===== src/rtl/scr_pkg.sv =====
// Shared definitions for the scramble sequencer: FSM state encoding,
// index geometry and the mode to move-count mapping.
package scr_pkg;

    localparam int IDX_W     = 3;
    localparam int NUM_IDX   = 6;
    localparam int MOVES_W   = IDX_W * NUM_IDX;
    localparam int NUM_FACES = 6;

    typedef enum logic [2:0] {
        ST_IDLE,
        ST_KICK,
        ST_WAIT,
        ST_CHECK,
        ST_RESULT
    } state_t;

    // Mode 00..11 maps to 3..6 meaningful moves.
    function automatic logic [2:0] mode_to_count(input logic [1:0] mode);
        return {1'b0, mode} + 3'd3;
    endfunction

endpackage


===== src/rtl/scr_seq_checker.sv =====
// Combinational validator for a captured move list. Only the first
// move_count indices are examined; each must name a legal face.
// Build option SCR_SEQ_ADJ_CHECK_EN additionally rejects any adjacent
// pair of equal indices among the used slots.
module scr_seq_checker
    import scr_pkg::*;
(
    input  logic [MOVES_W-1:0] i_capture,
    input  logic [2:0]         i_move_count,
    output logic               o_ok
);

    localparam logic [IDX_W-1:0] FACE_LIM = IDX_W'(NUM_FACES);

    // Scan the used slots and clear ok on the first rule violation.
    always_comb begin
        // NOTE: o_ok gets its default before any conditional write, so no latch is inferred.
        o_ok = 1'b1;
        for (int k = 0; k < NUM_IDX; k++) begin
            if (k < int'(i_move_count)) begin
                if (i_capture[k*IDX_W +: IDX_W] >= FACE_LIM) begin
                    o_ok = 1'b0;
                end
            end
        end
`ifdef SCR_SEQ_ADJ_CHECK_EN
        for (int k = 0; k < NUM_IDX - 1; k++) begin
            if (k + 1 < int'(i_move_count)) begin
                if (i_capture[k*IDX_W +: IDX_W] == i_capture[(k+1)*IDX_W +: IDX_W]) begin
                    o_ok = 1'b0;
                end
            end
        end
`endif
    end

endmodule


===== src/rtl/scramble_sequencer.sv =====
// Sequences one scramble request: kick the RNG, wait (with timeout) for
// the datapath, validate the six indices, retry on bad or missing
// results, then hold the accepted move list until the consumer acks.
// Optional adjacency rejection: define SCR_SEQ_ADJ_CHECK_EN.
module scramble_sequencer
    import scr_pkg::*;
#(
    parameter int TIMEOUT_CYC = 255,
    parameter int MAX_RETRY   = 3
) (
    input  logic               clk,
    input  logic               rst,
    input  logic               start,
    input  logic [1:0]         mode,
    input  logic               ack,
    input  logic               scr_done,
    input  logic [IDX_W-1:0]   scr_idx1,
    input  logic [IDX_W-1:0]   scr_idx2,
    input  logic [IDX_W-1:0]   scr_idx3,
    input  logic [IDX_W-1:0]   scr_idx4,
    input  logic [IDX_W-1:0]   scr_idx5,
    input  logic [IDX_W-1:0]   scr_idx6,
    output logic               rng_gen,
    output logic [1:0]         scr_mode,
    output logic               busy,
    output logic               valid,
    output logic               fail,
    output logic [MOVES_W-1:0] moves,
    output logic [2:0]         move_count,
    output logic [1:0]         retries
);

    localparam logic [7:0] TO_LAST   = 8'(TIMEOUT_CYC);
    localparam logic [1:0] RETRY_LIM = 2'(MAX_RETRY);

    state_t             r_state,  w_state_nxt;
    logic [7:0]         r_cnt,    w_cnt_nxt;
    logic [MOVES_W-1:0] r_capture;
    logic [MOVES_W-1:0] r_moves,  w_moves_nxt;
    logic [2:0]         r_move_count, w_move_count_nxt;
    logic [1:0]         r_retries, w_retries_nxt;
    logic [1:0]         r_scr_mode, w_scr_mode_nxt;
    logic               r_valid,  w_valid_nxt;
    logic               r_fail,   w_fail_nxt;

    logic               w_capture_load;
    logic               w_retry;
    logic               w_ok;
    logic [MOVES_W-1:0] w_idx_bus;
    logic [MOVES_W-1:0] w_used_mask;

    assign w_idx_bus = {scr_idx6, scr_idx5, scr_idx4, scr_idx3, scr_idx2, scr_idx1};

    scr_seq_checker u_checker (
        .i_capture    (r_capture),
        .i_move_count (r_move_count),
        .o_ok         (w_ok)
    );

    // Keep only the slots that belong to the current move count.
    always_comb begin
        w_used_mask = '0;
        for (int k = 0; k < NUM_IDX; k++) begin
            if (k < int'(r_move_count)) begin
                w_used_mask[k*IDX_W +: IDX_W] = '1;
            end
        end
    end

    // Next-state and next-register decode, with the shared retry path last.
    always_comb begin
        w_state_nxt      = r_state;
        w_cnt_nxt        = r_cnt;
        w_moves_nxt      = r_moves;
        w_move_count_nxt = r_move_count;
        w_retries_nxt    = r_retries;
        w_scr_mode_nxt   = r_scr_mode;
        w_valid_nxt      = r_valid;
        w_fail_nxt       = r_fail;
        w_capture_load   = 1'b0;
        w_retry          = 1'b0;

        case (r_state)
            ST_IDLE: begin
                if (start && !r_valid && !r_fail) begin
                    w_scr_mode_nxt   = mode;
                    w_move_count_nxt = mode_to_count(mode);
                    w_retries_nxt    = 2'd0;
                    w_moves_nxt      = '0;
                    w_state_nxt      = ST_KICK;
                end
            end
            ST_KICK: begin
                w_cnt_nxt   = 8'd0;
                w_state_nxt = ST_WAIT;
            end
            ST_WAIT: begin
                // A result arriving on the expiry cycle still counts.
                if (scr_done) begin
                    w_capture_load = 1'b1;
                    w_state_nxt    = ST_CHECK;
                end else if (r_cnt == TO_LAST) begin
                    w_retry = 1'b1;
                end else begin
                    w_cnt_nxt = r_cnt + 8'd1;
                end
            end
            ST_CHECK: begin
                if (w_ok) begin
                    w_moves_nxt = r_capture & w_used_mask;
                    w_valid_nxt = 1'b1;
                    w_state_nxt = ST_RESULT;
                end else begin
                    w_retry = 1'b1;
                end
            end
            ST_RESULT: begin
                if (ack) begin
                    w_valid_nxt = 1'b0;
                    w_fail_nxt  = 1'b0;
                    w_state_nxt = ST_IDLE;
                end
            end
            default: begin
                w_state_nxt = ST_IDLE;
            end
        endcase

        if (w_retry) begin
            if (r_retries < RETRY_LIM) begin
                w_retries_nxt = r_retries + 2'd1;
                w_state_nxt   = ST_KICK;
            end else begin
                w_fail_nxt  = 1'b1;
                w_moves_nxt = '0;
                w_state_nxt = ST_RESULT;
            end
        end
    end

    // FSM state register.
    always_ff @(posedge clk) begin
        // NOTE: sequential state uses non-blocking assignments so every register samples pre-edge values.
        if (rst) begin
            r_state <= ST_IDLE;
        end else begin
            r_state <= w_state_nxt;
        end
    end

    // Control and result registers, all cleared by reset.
    always_ff @(posedge clk) begin
        if (rst) begin
            r_cnt        <= 8'd0;
            r_moves      <= '0;
            r_move_count <= 3'd0;
            r_retries    <= 2'd0;
            r_scr_mode   <= 2'd0;
            r_valid      <= 1'b0;
            r_fail       <= 1'b0;
        end else begin
            r_cnt        <= w_cnt_nxt;
            r_moves      <= w_moves_nxt;
            r_move_count <= w_move_count_nxt;
            r_retries    <= w_retries_nxt;
            r_scr_mode   <= w_scr_mode_nxt;
            r_valid      <= w_valid_nxt;
            r_fail       <= w_fail_nxt;
        end
    end

    // Capture the raw datapath indices when the datapath reports done.
    always_ff @(posedge clk) begin
        // NOTE: no reset here on purpose; the capture is only read in CHECK, right after a load.
        if (w_capture_load) begin
            r_capture <= w_idx_bus;
        end
    end

    assign rng_gen    = (r_state == ST_KICK);
    assign busy       = (r_state == ST_KICK) || (r_state == ST_WAIT) || (r_state == ST_CHECK);
    assign scr_mode   = r_scr_mode;
    assign valid      = r_valid;
    assign fail       = r_fail;
    assign moves      = r_moves;
    assign move_count = r_move_count;
    assign retries    = r_retries;

endmodule


===== config.mk =====
export PLATFORM = sky130hd
export DESIGN_NAME = scramble_sequencer
export DESIGN_NICKNAME = d
export VERILOG_FILES = /design/src/rtl/scr_pkg.sv /design/src/rtl/scr_seq_checker.sv /design/src/rtl/scramble_sequencer.sv
export SDC_FILE = /design/constraint.sdc
export NUM_CORES = 1
export LEC_CHECK = 0
export CORE_MARGIN = 5
export CORE_UTILIZATION = 49
export CTS_CLUSTER_SIZE = 28
export DETAILED_ROUTE_END_ITERATION = 16
export PLACE_DENSITY = 0.88
export REMOVE_ABC_BUFFERS = 1
export SLEW_MARGIN = 20
export SYNTH_ARGS = -nofsm -noshare
export SYNTH_HDL_FRONTEND = slang
export SYNTH_SLANG_ARGS = --single-unit

===== constraint.sdc =====
create_clock -name clk -period 3.8 [get_ports clk]
set_input_delay 0.57 -clock clk [delete_from_list [all_inputs] [get_ports clk]]
set_output_delay 0.57 -clock clk [all_outputs]
set_load 0.1 [all_outputs]

==> key figures <==
Synth
  • Yosys warns: 0
  • Mux share of post-synthesis cell area: 0%
  • Number of flops mapped to enable cells by yosys: 18
  • Post-synth top flop: dfxtp_1
  • Post-Syn Instances: 223
  • Compound-Gate Fraction of Synth Area: 14.4%
  • Simple-Gate Fraction of Synth Area: 22.0%
  • Main combinational cell family by area after synthesis: simple AND/OR/NAND/NOR gates
  • Sequential share of the synthesized area: 56.4%
  • FF+latch count, synth: 56
  • Xor/xnor share of the synthesized area: 2.66%
  • Synth unique cells: 46
  • Synthesized area: 2310 um2
  • Post-Synth Adder-Cell Area: 1.63%
  • Synth async-reset ratio: 0%
  • Mean Syn Cell Area: 10.3 um2

Clock tree
  • TritonCTS buffer count: 5
  • Reg clk slew, reported paths: 0.10 ns
  • Post-CTS Hold Fix Bufs: 0
  • Buffers inserted by post-CTS timing repair: 0
  • CTS resizes: 0
  • CTS tree: yes
  • CTS Buffer Depth: 2
  • Clk_lat worst skew: 0.32 ns
  • # H-tree levels: 2
  • TritonCTS sink count: 56
  • CTS root buf: clkbuf_8

Timing
  • Max Freq: 350 MHz
  • Rel. slew slack: 30.6%
  • Setup TNS: 0 ns
  • Final min period: 2.86 ns
  • Final Setup Violations: 0
  • Worst slew pin tran: 1.04 ns
  • RSZ-0062 raised after global routing: false
  • Period utilization: 75.2%
  • Count of pins over their slew limit: 0
  • Final Hold Fails: 0
  • Clock skew: 0.00874 ns

Placed design
  • Port bufs: 53
  • Routability cong.: 0.732
  • Final HPWL DP: 3680 um

Route
  • Pre-antenna DRT Iters: 6
  • Post-DRT Antenna Nets: 0
  • Via count: 1929
  • Initial drt markers: 111
  • # DRC: 0
  • Vias per inst: 5.92
  • Routed len/inst: 15.9 um
  • Routed wire length: 5180 um

Floorplanning
  • Std-Cell Rows: 25
  • Initial Util: 49.5%
  • Core ar.: 4660 um2
  • Chip Height: 78.6 um
  • Die width: 78.6 um
  • Full die area: 6180 um2
  • I/O Pins: 54

GRT
  • Met2 Track Usage GR: 31.2%
  • Grt ovf: 0
  • GRT Resource Usage Total: 17.4%
  • Gr busiest metal: met2
  • First-pass GRT wire length: 8470 um
  • Routing usage on met1: 19.8%
  • Maximum number of pins on one net before global-route repair: 23
  • Vias in the first global route: 1830
  • Met3 Use GR: 4.13%
  • Initial antenna violation count: 0

Layout
  • Layout cells sized above 1: 6.62%
  • # diodes: 0
  • Area grow syn2layout: 29.4%
  • Commonest non-fill, non-tap cell in the layout: clkdlybuf4s50_1
  • Core Util, Final: 64.1%
  • Commonest non-fill, non-tap cells in the layout: clkdlybuf4s50_1, dfxtp_1, nand3_1
  • Nets: 299

Worst setup path
  • Crit-path max FO: 11
  • CP required: 3.23 ns
  • Reg2reg setup slack: 1.27 ns
  • CP Class: reg2out
  • WP data arrival: 2.29 ns
  • Setup crit end kind: output pin
  • Setup crit start kind: flip-flop

Hold path
  • Min-Delay Path Class: reg2reg

Power
  • Pwr dens: 483 nW/um2
  • Leakage Power: 0.00101 uW
  • Worst VDD drop: 327 uV

Run status
  • Status: complete, no violations

Flow run
  • Max cap viols: 0
[stage by stage]
step                      cells  area [um2]  power [uW]  hold slack, ns  setup slack, ns
after floorplan             210        2250         946           0.468             1.01
after global placement      318        2870        1050           0.453             1.05
after detailed placement    318        2870        1060           0.463            0.969
after CTS                   326        2990        1440           0.477            0.944
after global routing        326        2990        1500           0.489            0.863
final                       326        2990        1440           0.474            0.943
[layer usage]
layer / routed length (um) / vias up
met2: 2660 / 61
li1: - / 933
met5: 0 / -
met4: 99 / 0
met3: 281 / 7
met1: 2130 / 928
[sequential cells by signal, summed over array words and instances, names as in the netlist]
register    count
moves          18
r_state         3
r_cnt           8
move_count      3
scr_mode        2
fail            1
r_capture      18
retries         2
valid           1
[final cells by class]
cell class,count,area (um2)
repair buffers,54,536
well taps,54,67.6
multi-input cells,151,953
clock buffers,5,68.8
clock inverters,3,47.5
flip-flops and latches,56,1300
inverters,3,11.3
fillers,361,1680
[cells by family after synthesis]
family,after synthesis
compound gates,53
xor+xnor,7
fa+ha+maj,3
buf+inv,16
flops,56
simple gates,88
[worst max-delay path: stages (launching register included)]
cell and delay, ns:
dfxtp_1 0.57, nor2_1 0.14, nor2_1 0.12, clkdlybuf4s50_1 1.14
[power breakdown]
part           internal, uW  switching [uW]  total [uW]
Combinational           103             243         346
Clock                   199             198         397
Sequential              652            47.0         699
[worst paths after layout]
kind	from	to	cells after the start
min	moves[0]	moves[0]	2
min reg2reg	moves[0]	moves[0]	2
max	r_state[0]	busy	3
max reg2reg	move_count[2]	moves[6]	5
[synth_stat cells, types with 2 or more instances]
library cell  number  area, um2
dfxtp_1           38        761
nand3_1           33        165
a21oi_1           27        135
edfxtp_1          18        541
nor2_1            18       67.6
clkbuf_1           9       33.8
nand2_1            8       30.0
o211ai_1           5       37.5
xor2_1             5       43.8
nand4_1            4       25.0
o21ai_0            4       20.0
a211oi_1           3       22.5
buf_2              3       15.0
ha_1               3       37.5
inv_1              3       11.3
o2111ai_1          3       26.3
and3_1             2       12.5
nand4b_1           2       17.5
nor4_1             2       12.5
nor4b_1            2       17.5
o21a_1             2       15.0
o311ai_0           2       17.5
or3b_2             2       17.5
or4_1              2       15.0
xnor2_1            2       17.5
No activity file was read; power rests on OpenSTA's default activity.
